===== config.mk =====
export PLATFORM = sky130hd
export DESIGN_NAME = time_param_bank
export DESIGN_NICKNAME = d
export VERILOG_FILES = /design/src/rtl/time_param_bank.sv
export SDC_FILE = /design/constraint.sdc
export NUM_CORES = 1
export LEC_CHECK = 0
export CORE_ASPECT_RATIO = 0.6
export CORE_UTILIZATION = 54
export DETAILED_ROUTE_END_ITERATION = 12
export PLACE_DENSITY = 0.76
export SLEW_MARGIN = 10
export SYNTH_ARGS = -nofsm -noshare
export SYNTH_HDL_FRONTEND = slang
export SYNTH_SLANG_ARGS = --single-unit

===== constraint.sdc =====
create_clock -name clk_i -period 1.7 [get_ports clk_i]
set_clock_uncertainty 0.05 [all_clocks]
set_input_delay 0.425 -clock clk_i [delete_from_list [all_inputs] [get_ports clk_i]]
set_output_delay 0.425 -clock clk_i [all_outputs]
set_load 0.005 [all_outputs]

===== src/rtl/time_param_bank.sv =====
// Interval-duration bank: shadow registers committed atomically to an active set, plus a tick-driven countdown timer.
// Readback and all outputs are registered; a commit requested mid-countdown is deferred until the timer goes idle.
module time_param_bank #(
  parameter int                             NUM_INTERVALS = 4,
  parameter int                             WIDTH         = 4,
  parameter int                             SEL_W         = 2,
  parameter logic [NUM_INTERVALS*WIDTH-1:0] DEFAULT_TIMES = 16'h1236
) (
  input  logic             clk_i,
  input  logic             reset_ni,
  input  logic             prog_sync_i,
  input  logic [SEL_W-1:0] prog_sel_i,
  input  logic [WIDTH-1:0] time_val_in_i,
  input  logic             commit_i,
  input  logic             restore_defaults_i,
  input  logic [SEL_W-1:0] intervel_i,
  input  logic             start_i,
  input  logic             tick_i,
  output logic [WIDTH-1:0] time_val_out_o,
  output logic [WIDTH-1:0] count_o,
  output logic             busy_o,
  output logic             expired_o,
  output logic             commit_pending_o,
  output logic             prog_err_o
);

  typedef enum logic {IDLE, RUN} state_e;

  localparam logic [SEL_W:0] NUM_SLOTS = (SEL_W+1)'(NUM_INTERVALS);

  state_e           state_q, state_d;
  logic [WIDTH-1:0] count_q, count_d;
  logic             expired_q, expired_d;
  logic             pending_q, pending_d;
  logic             prog_err_q, prog_err_d;
  logic [WIDTH-1:0] time_val_out_q;
  logic [WIDTH-1:0] shadow_q [NUM_INTERVALS];
  logic [WIDTH-1:0] shadow_d [NUM_INTERVALS];
  logic [WIDTH-1:0] active_q [NUM_INTERVALS];
  logic [WIDTH-1:0] active_d [NUM_INTERVALS];

  logic             busy;
  logic             wr_ok;
  logic             commit_now;
  logic [WIDTH-1:0] rd_val;

  assign busy       = (state_q == RUN);
  assign wr_ok      = ({1'b0, prog_sel_i} < NUM_SLOTS) && (time_val_in_i != '0);
  assign commit_now = !busy && (commit_i || pending_q);

  // Out-of-range selects fall through to slot 0.
  always_comb begin
    rd_val = active_q[0];
    for (int i = 0; i < NUM_INTERVALS; i++) begin
      if ({1'b0, intervel_i} == (SEL_W+1)'(i)) rd_val = active_q[i];
    end
  end

  always_comb begin
    shadow_d   = shadow_q;
    active_d   = active_q;
    pending_d  = pending_q;
    prog_err_d = 1'b0;
    if (restore_defaults_i) begin
      for (int i = 0; i < NUM_INTERVALS; i++) begin
        shadow_d[i] = DEFAULT_TIMES[i*WIDTH +: WIDTH];
        active_d[i] = DEFAULT_TIMES[i*WIDTH +: WIDTH];
      end
      pending_d = 1'b0;
    end else begin
      // Active takes the pre-edge shadow, so a same-cycle write is not committed.
      if (commit_now) begin
        active_d  = shadow_q;
        pending_d = 1'b0;
      end else if (commit_i) begin
        pending_d = 1'b1;
      end
      if (prog_sync_i) begin
        if (wr_ok) begin
          for (int i = 0; i < NUM_INTERVALS; i++) begin
            if ({1'b0, prog_sel_i} == (SEL_W+1)'(i)) shadow_d[i] = time_val_in_i;
          end
        end else begin
          prog_err_d = 1'b1;
        end
      end
    end
  end

  always_comb begin
    state_d   = state_q;
    count_d   = count_q;
    expired_d = 1'b0;
    case (state_q)
      IDLE: begin
        if (start_i) begin
          count_d = rd_val;
          state_d = RUN;
        end
      end
      RUN: begin
        if (tick_i) begin
          if (count_q > WIDTH'(1)) begin
            count_d = count_q - WIDTH'(1);
          end else begin
            count_d   = '0;
            expired_d = 1'b1;
            state_d   = IDLE;
          end
        end
      end
      default: state_d = IDLE;
    endcase
  end

  always_ff @(posedge clk_i or negedge reset_ni) begin
    if (!reset_ni) begin
      state_q        <= IDLE;
      count_q        <= '0;
      expired_q      <= 1'b0;
      pending_q      <= 1'b0;
      prog_err_q     <= 1'b0;
      time_val_out_q <= DEFAULT_TIMES[WIDTH-1:0];
      for (int i = 0; i < NUM_INTERVALS; i++) begin
        shadow_q[i] <= DEFAULT_TIMES[i*WIDTH +: WIDTH];
        active_q[i] <= DEFAULT_TIMES[i*WIDTH +: WIDTH];
      end
    end else begin
      state_q        <= state_d;
      count_q        <= count_d;
      expired_q      <= expired_d;
      pending_q      <= pending_d;
      prog_err_q     <= prog_err_d;
      time_val_out_q <= rd_val;
      shadow_q       <= shadow_d;
      active_q       <= active_d;
    end
  end

  assign time_val_out_o   = time_val_out_q;
  assign count_o          = count_q;
  assign busy_o           = busy;
  assign expired_o        = expired_q;
  assign commit_pending_o = pending_q;
  assign prog_err_o       = prog_err_q;

endmodule


==> summary.md, run 1 <==
| Metric | Value |
|---|---|
| Nets@finish | `239` |
| DRC Markers | `0` |
| Kind of start point of the critical path | `register` |
| CP peak stage delay | `0.51 ns` |
| Max-cap violations | `0` |
| Starting Density | `58.82%` |
| PD cells | `1111 nW/um2` |
| Std cell rows | `16` |
| Largest net degree at the start of global routing | `45` |
| Switch Pwr | `0.0008274 W` |
| First-pass GRT wire length | `8135 um` |
| Post-DP HPWL | `3536 um` |
| Non-Filler Instances | `268` |
| IO buf count | `26` |
| DRT Pass-1 Iters | `4` |
| Synth warn | `0` |
| Fill cell count | `208` |
| Final Hold Viols | `0` |
| Area of the multi-input gates | `907.1 um2` |
| Net Sw Frac | `27.61%` |
| Ratio of cells with drive above 1 in the final layout | `34.08%` |
| Final WL | `4869 um` |
| Status | `completed` |
| Syn_nets | `188` |
| Internal power | `0.002169 W` |
| Clk_lat worst skew | `0.30 ns` |
| Bufs and invs on worst path | `1` |
| Top FF cell, synth | `dfrtp_1` |
| Worst EP arrival | `1.18 ns` |
| Sequential cell area | `1119 um2` |
| Clock buffer depth | `2` |
| Initial antenna violation count | `0` |
| WP data required | `1.22 ns` |
| Cell area after layout | `2696 um2` |
| Die span in y | `49.17 um` |
| Critical path fanouts, max | `2` |
| Dpl cells | `255` |
| Die area | `3963 um2` |
| Clock power share | `29.0%` |
| #FFs+latches synth | `44` |
| Worst Hold Class | `input pin to asynchronous set/reset pin` |
| Vias in the first global route | `1579` |
| Crit path kind | `register to output pin` |
| Core Footprint | `3403 um2` |
| Fin util | `79.23%` |
| Post-DR vias/cell | `5.582` |
| Final Power | `0.002997 W` |
| Clock Sinks | `44` |
| Final Slew Violations | `0` |
| Max Clk Rate | `603.7 MHz` |
| Comb pwr share | `28.4%` |
| Syn Inst Count | `171` |
| Tightest Pin Transition | `0.4764 ns` |
| Post-DP Area | `2471 um2` |
| Slowest stage cell, crit path | `clkdlybuf4s50_1` |
| Mapped Area | `2002 um2` |
| H-tree depth | `2` |
| Syn_area_per_cell | `11.71 um2` |
| Remaining Overflow, GRT | `0` |
| Worst-path clk slew | `0.08 ns` |
| # setup viols final | `0` |
| Wire per inst | `18.17 um` |
| Ports | `27` |
| Delay-heaviest family, CP | `buffers and inverters` |
| Iteration-0 DRC Markers | `129` |
| Final min period | `1.656 ns` |
| Post-DRT Antenna Nets | `0` |
| CTS tree | `yes` |
| Rel. slew slack | `68.14%` |
| Ant. Diodes | `0` |
| P&R area growth vs syn | `34.69%` |
| Fin crit share | `97.44%` |
| Leakage | `1.216 nW` |
| GPL Wtd Cong | `0.8121` |
| Die width | `80.61 um` |
| Number of synthesized flops with an enable pin | `0` |
| Inserted Clock Buffers | `5` |
| Worst VDD drop | `0.8421 mV` |
| DR vias | `1496` |
| Count of cell types in the netlist | `37` |
| All-layer global routing usage | `29.07%` |
| Root Buffer | `clkbuf_8` |
| Seq pwr share | `42.6%` |
| Asr flop ratio synth | `100.0%` |
| Worst-path cell chain | `clkdlybuf4s50_1` |
| Endpoint class of the critical path | `output pin` |
| Register area share after synthesis | `55.88%` |
-- layout make-up --
type,count,share of cell area [%]
flip-flops and latches,44,41.48
multi-input cells,116,33.64
repair buffers,50,17.40
clock buffers,7,3.573
well taps,45,2.088
clock inverters,1,1.114
inverters,5,0.6961
-- through the flow --
stage               setup slack, ns  setup TNS, ns  hold slack (ns)
finish                      0.04360              0          0.03601
global route              -0.001545      -0.001545          0.05026
CTS                        0.003699              0          0.04066
detailed placement          -0.5488         -9.594           0.3668
global placement            -0.5018         -9.038           0.3599
floorplan                  -0.04413        -0.3716          0.07941
-- layout by cell type, fill, tap and decap left out, types with 2 or more instances in the layout --
cell type and instances:
dlygate4sd2_1 4, clkbuf_8 7, mux4_2 4, a21oi_1 10
nand2b_1 2, mux2_2 4, dfstp_2 14, nand2_1 33
a31oi_1 3, buf_4 20, nor3b_1 2, inv_1 5
dfrtp_1 30, buf_12 3, dlymetal6s2s_1 3, clkdlybuf4s50_1 15
ha_1 2, clkbuf_2 2, o211ai_1 2, and3b_1 2
o22ai_4 3, nand3b_1 6, nor2b_1 5, mux2_4 9
nor2_1 8, a221o_1 3, or2_2 2
-- registers in the layout, summed over array words and instances, names as in the netlist --
register	cells
prog_err_o	1
time_val_out_o	4
count_o	4
shadow_q	16
busy_o	1
active_q	16
expired_o	1
commit_pending_o	1
-- what timing repair did --
item,CTS,global route
buffers inserted,3,2
setup endpoints to repair,21,13
hold buffers,0,0
resized for setup,20,8
pin swaps,3,1
-- cell usage after synthesis, types with 2 or more instances --
library cell | n | area, um2
nor2_1 | 8 | 30.03
nand2_1 | 33 | 123.9
and3b_1 | 2 | 17.52
mux4_2 | 4 | 90.09
mux2_2 | 9 | 101.4
a221o_1 | 3 | 30.03
nand2b_1 | 2 | 12.51
inv_1 | 5 | 18.77
nor3b_1 | 3 | 22.52
dfrtp_1 | 30 | 750.7
nor2b_1 | 5 | 31.28
clkbuf_1 | 5 | 18.77
dfstp_2 | 14 | 367.9
ha_1 | 2 | 25.02
o211ai_1 | 2 | 15.01
a21oi_1 | 10 | 50.05
mux2_4 | 4 | 60.06
or2_2 | 2 | 12.51
o22ai_2 | 3 | 37.54
nand3b_1 | 6 | 45.04
a31oi_1 | 3 | 18.77
-- worst reg2reg max path, cell delays in order (launching register included) --
cell,delay (ns)
dfrtp_1,0.40
buf_4,0.15
or2_2,0.33
nor3_1,0.36
nor2_1,0.12
-- kinds of logic after synthesis --
kind of cell	Yosys count	synth area share (%)
mux	18	13.06
simple gates	67	16.75
fa+ha+maj	2	1.250
compound gates	29	11.00
flops	44	55.87
buf+inv	11	2.063
-- routing by layer --
metal	wire, um	share of wire, %	track usage [%]
met4	72	1.5	7.440
met5	0	0	0
met3	407	8.4	9.346
met2	2102	43	39.97
met1	2287	47	44.43
-- power groups by stage --
stage                     Combinational (W)  Clock [W]  Sequential [W]
after detailed placement           0.000717          0         0.00133
after global placement             0.000685          0         0.00132
after CTS                          0.000824   0.000881         0.00127
after floorplan                    0.000366          0         0.00131
after global routing               0.000936   0.000924         0.00129
final                              0.000851   0.000869         0.00128
-- worst paths after layout --
| kind | from | to | slack, ns | cells past startpoint |
|---|---|---|---|---|
| setup / recovery | count_o[0]$_DFFE_PN0P_ | count_o[0] | 0.04 | 1 |
| hold / removal | reset_ni | shadow_q[7]$_DFFE_PN0P_ | 0.04 | 2 |
| setup reg to reg | count_o[2]$_DFFE_PN0P_ | busy_o$_DFF_PN0_ | 0.17 | 4 |
| hold reg to reg | active_q[13]$_DFFE_PN1N_ | active_q[13]$_DFFE_PN1N_ | 0.44 | 2 |
| max in group asynchronous | reset_ni | shadow_q[13]$_DFFE_PN1P_ | 1.30 | 2 |
| min in group clk_i | active_q[13]$_DFFE_PN1N_ | active_q[13]$_DFFE_PN1N_ | 0.44 | 2 |
Note: power is estimated with default switching activity, not from simulation.
==> run 2: changes to the inputs <==
CORE_UTILIZATION = 49   (was 54)
CTS_CLUSTER_DIAMETER = 120   (was default)
PLACE_DENSITY = 0.72   (was 0.76)
clock period = 1.45 ns   (was 1.7 ns; I/O delays follow)
==> summary.md, run 2 (same netlist as run 1, synthesis figures left out) <==
| Metric | Value |
|---|---|
| Clock buffer depth | `2 (unchanged)` |
| Failing checks | `setup timing` |
| Die span in y | `51.51 um (was 49.17 um)` |
| Final WL | `4943 um (was 4869 um)` |
| Commonest non-fill, non-tap cell in the layout | `nand2_1 (unchanged)` |
| Ant. Diodes | `0 (unchanged)` |
| GPL Wtd Cong | `0.7824 (was 0.8121)` |
| Critical path fanouts, max | `5 (was 2)` |
| All-layer global routing usage | `25.69% (was 29.07%)` |
| Leading registers by flop count | `active_q: 16 flops, shadow_q: 16 flops (unchanged)` |
| Nets@finish | `247 (was 239)` |
| Vias in the first global route | `1572 (was 1579)` |
| Starting Density | `52.88% (was 58.82%)` |
| Core Footprint | `3786 um2 (was 3403 um2)` |
| H-tree depth | `2 (unchanged)` |
| Max-cap violations | `0 (unchanged)` |
| Final Slew Violations | `0 (unchanged)` |
| Clock Sinks | `44 (unchanged)` |
| Root Buffer | `clkbuf_8 (unchanged)` |
| Die area | `4354 um2 (was 3963 um2)` |
| Slowest stage cell, crit path | `or4_4 (was clkdlybuf4s50_1)` |
| Clk_lat worst skew | `0.29 ns (was 0.30 ns)` |
| # setup viols final | `14 (was 0)` |
| Wire per inst | `17.78 um (was 18.17 um)` |
| Worst EP arrival | `1.67 ns (was 1.18 ns)` |
| Setup TNS | `-0.9410 ns (was 0 ns)` |
| Endpoint class of the critical path | `register (was output pin)` |
| Worst-path cell chain | `buf_6 -> or4_4 -> o22a_4 -> mux2_4 (was clkdlybuf4s50_1)` |
| Final worst slack | `-0.09394 ns (was 0.04360 ns)` |
| DRC Markers | `0 (unchanged)` |
| Ratio of cells with drive above 1 in the final layout | `40.26% (was 34.08%)` |
| Ports | `27 (unchanged)` |
| Std cell rows | `17 (was 16)` |
| Inserted Clock Buffers | `5 (unchanged)` |
| Post-DR vias/cell | `5.565 (was 5.582)` |
| WP data required | `1.58 ns (was 1.22 ns)` |
| Max Clk Rate | `647.7 MHz` |
| CP peak stage delay | `0.61 ns (was 0.51 ns)` |
| Post-DP HPWL | `3553 um (was 3536 um)` |
| PD cells | `1226 nW/um2 (was 1111 nW/um2)` |
| First-pass GRT wire length | `8121 um (was 8135 um)` |
| DR vias | `1547 (was 1496)` |
| Bufs and invs on worst path | `1 (unchanged)` |
| Post-DP Area | `2484 um2 (was 2471 um2)` |
| Initial antenna violation count | `0 (unchanged)` |
| Rel. slew slack | `67.13% (was 68.14%)` |
| Most frequent cells in the layout | `nand2_1 (32), dfrtp_1 (29), buf_4 (24) (was nand2_1 (33), dfrtp_1 (30), buf_4 (20))` |
| Crit path kind | `input pin to register (was register to output pin)` |
| Kind of start point of the critical path | `input pin (was register)` |
| Cell area after layout | `2744 um2 (was 2696 um2)` |
| Final min period | `1.544 ns` |
| Largest net degree at the start of global routing | `45 (unchanged)` |
| Post-DRT Antenna Nets | `0 (unchanged)` |
| Remaining Overflow, GRT | `0 (unchanged)` |
| Delay-heaviest family, CP | `simple AND/OR/NAND/NOR gates (was buffers and inverters)` |
| Tightest Pin Transition | `0.4930 ns (was 0.4764 ns)` |
| Fin crit share | `106.5%` |
| Die width | `84.52 um (was 80.61 um)` |
| Worst Hold Class | `input pin to register (was input pin to asynchronous set/reset pin)` |
| Worst VDD drop | `0.7327 mV (was 0.8421 mV)` |
| DRT Pass-1 Iters | `4 (unchanged)` |
| RSZ-0062 raised after global routing | `true` |
| Pre-CTS WS | `-0.7282 ns (was -0.5488 ns)` |
| Iteration-0 DRC Markers | `115 (was 129)` |
| Leakage | `1.242 nW (was 1.216 nW)` |
| Worst-path clk slew | `0.08 ns (about the same)` |
| IO buf count | `26 (unchanged)` |
| Final Hold Viols | `0 (unchanged)` |
| P&R area growth vs syn | `37.06% (was 34.69%)` |
| CTS tree | `yes (unchanged)` |
| Status | `finished with violations (was completed)` |
[run 2: cell types whose count changed in the layout (fill, tap and decap cells not counted), moves of 3 or more]
cell / before / now
clkdlybuf4s50_1: 15 / 4
dlygate4sd2_1: 4 / 15
buf_6: 1 / 7
buf_4: 20 / 24
mux2_2: 4 / 0
mux2_4: 9 / 13
dlymetal6s2s_1: 3 / 0
[run 2: cell type report]
class / count / area (um2)
repair buffers: 58 / 510.5
clock inverters: 1 / 5.005
well taps: 47 / 58.81
fillers: 273 / 1042
flip-flops and latches: 44 / 1120
multi-input cells: 116 / 949.7
clock buffers: 7 / 76.32
inverters: 5 / 23.77
[run 2: metrics by stage]
stage                     total power, W  hold WS, ns  utilization [%]  std cells
final                           0.003365       0.3959            72.47        278
after CTS                       0.003245       0.3760            71.28        276
after global placement          0.002353       0.2969            65.60        260
after detailed placement        0.002402       0.3036            65.60        260
after floorplan                 0.001962      0.01691                -        171
after global routing            0.003549       0.3969            72.47        278
[run 2: path summary, 6_finish.rpt]
path	start	endpoint	slack [ns]	cells past startpoint
worst min register to register	active_q[9]$_DFFE_PN1N_	active_q[9]$_DFFE_PN1N_	0.45	2
worst max register to register	count_o[0]$_DFFE_PN0P_	count_o[2]$_DFFE_PN0P_	-0.01	6
min in group asynchronous	reset_ni	shadow_q[4]$_DFFE_PN0P_	0.53	3
worst max-delay path	time_val_in_i[1]	shadow_q[3]$_DFFE_PN0P_	-0.09	4
max in group asynchronous	reset_ni	shadow_q[14]$_DFFE_PN1P_	0.56	3
worst min-delay path	time_val_in_i[3]	prog_err_o$_DFF_PN0_	0.40	3
[run 2: metal layers]
layer  global-route usage, %  share of wire [%]  vias up
li1                        -                  -      720
met1                   36.45                 48      784
met2                   39.57                 45       41
met3                   7.619                7.4        2
met4                   5.932               0.28        0
met5                       0                  0        -
[run 2: what timing repair did]
action / in CTS / in global routing
endpoints found under the hold margin: 27 / 0
endpoints found under the setup margin: 34 / 31
pin swaps: 8 / 6
resized for setup: 57 / 14
hold buffers: 1 / 0
buffers inserted: 7 / 2
[run 2: tightest hold or removal path, cell delays in order]
cell     delay (ns)
buf_6          0.07
or4_4          0.19
nor3b_1        0.07
[run 2: report_power, final]
group / leakage [nW] / internal (W) / switching [W]
logic: 0.666 / 0.000589 / 0.000545
clock network: 0.0422 / 0.000338 / 0.000388
registers: 0.534 / 0.00141 / 0.0000958
total: 1.24 / 0.00234 / 0.00103
==> run 3: changes to the inputs <==
CORE_UTILIZATION = 54   (was 49)
PLACE_DENSITY = 0.76   (was 0.72)
clock period = 1.7 ns   (was 1.45 ns; I/O delays follow)
==> results of run 3 <==
No change in the layout: final DEF, timing and power equal those of run 1.
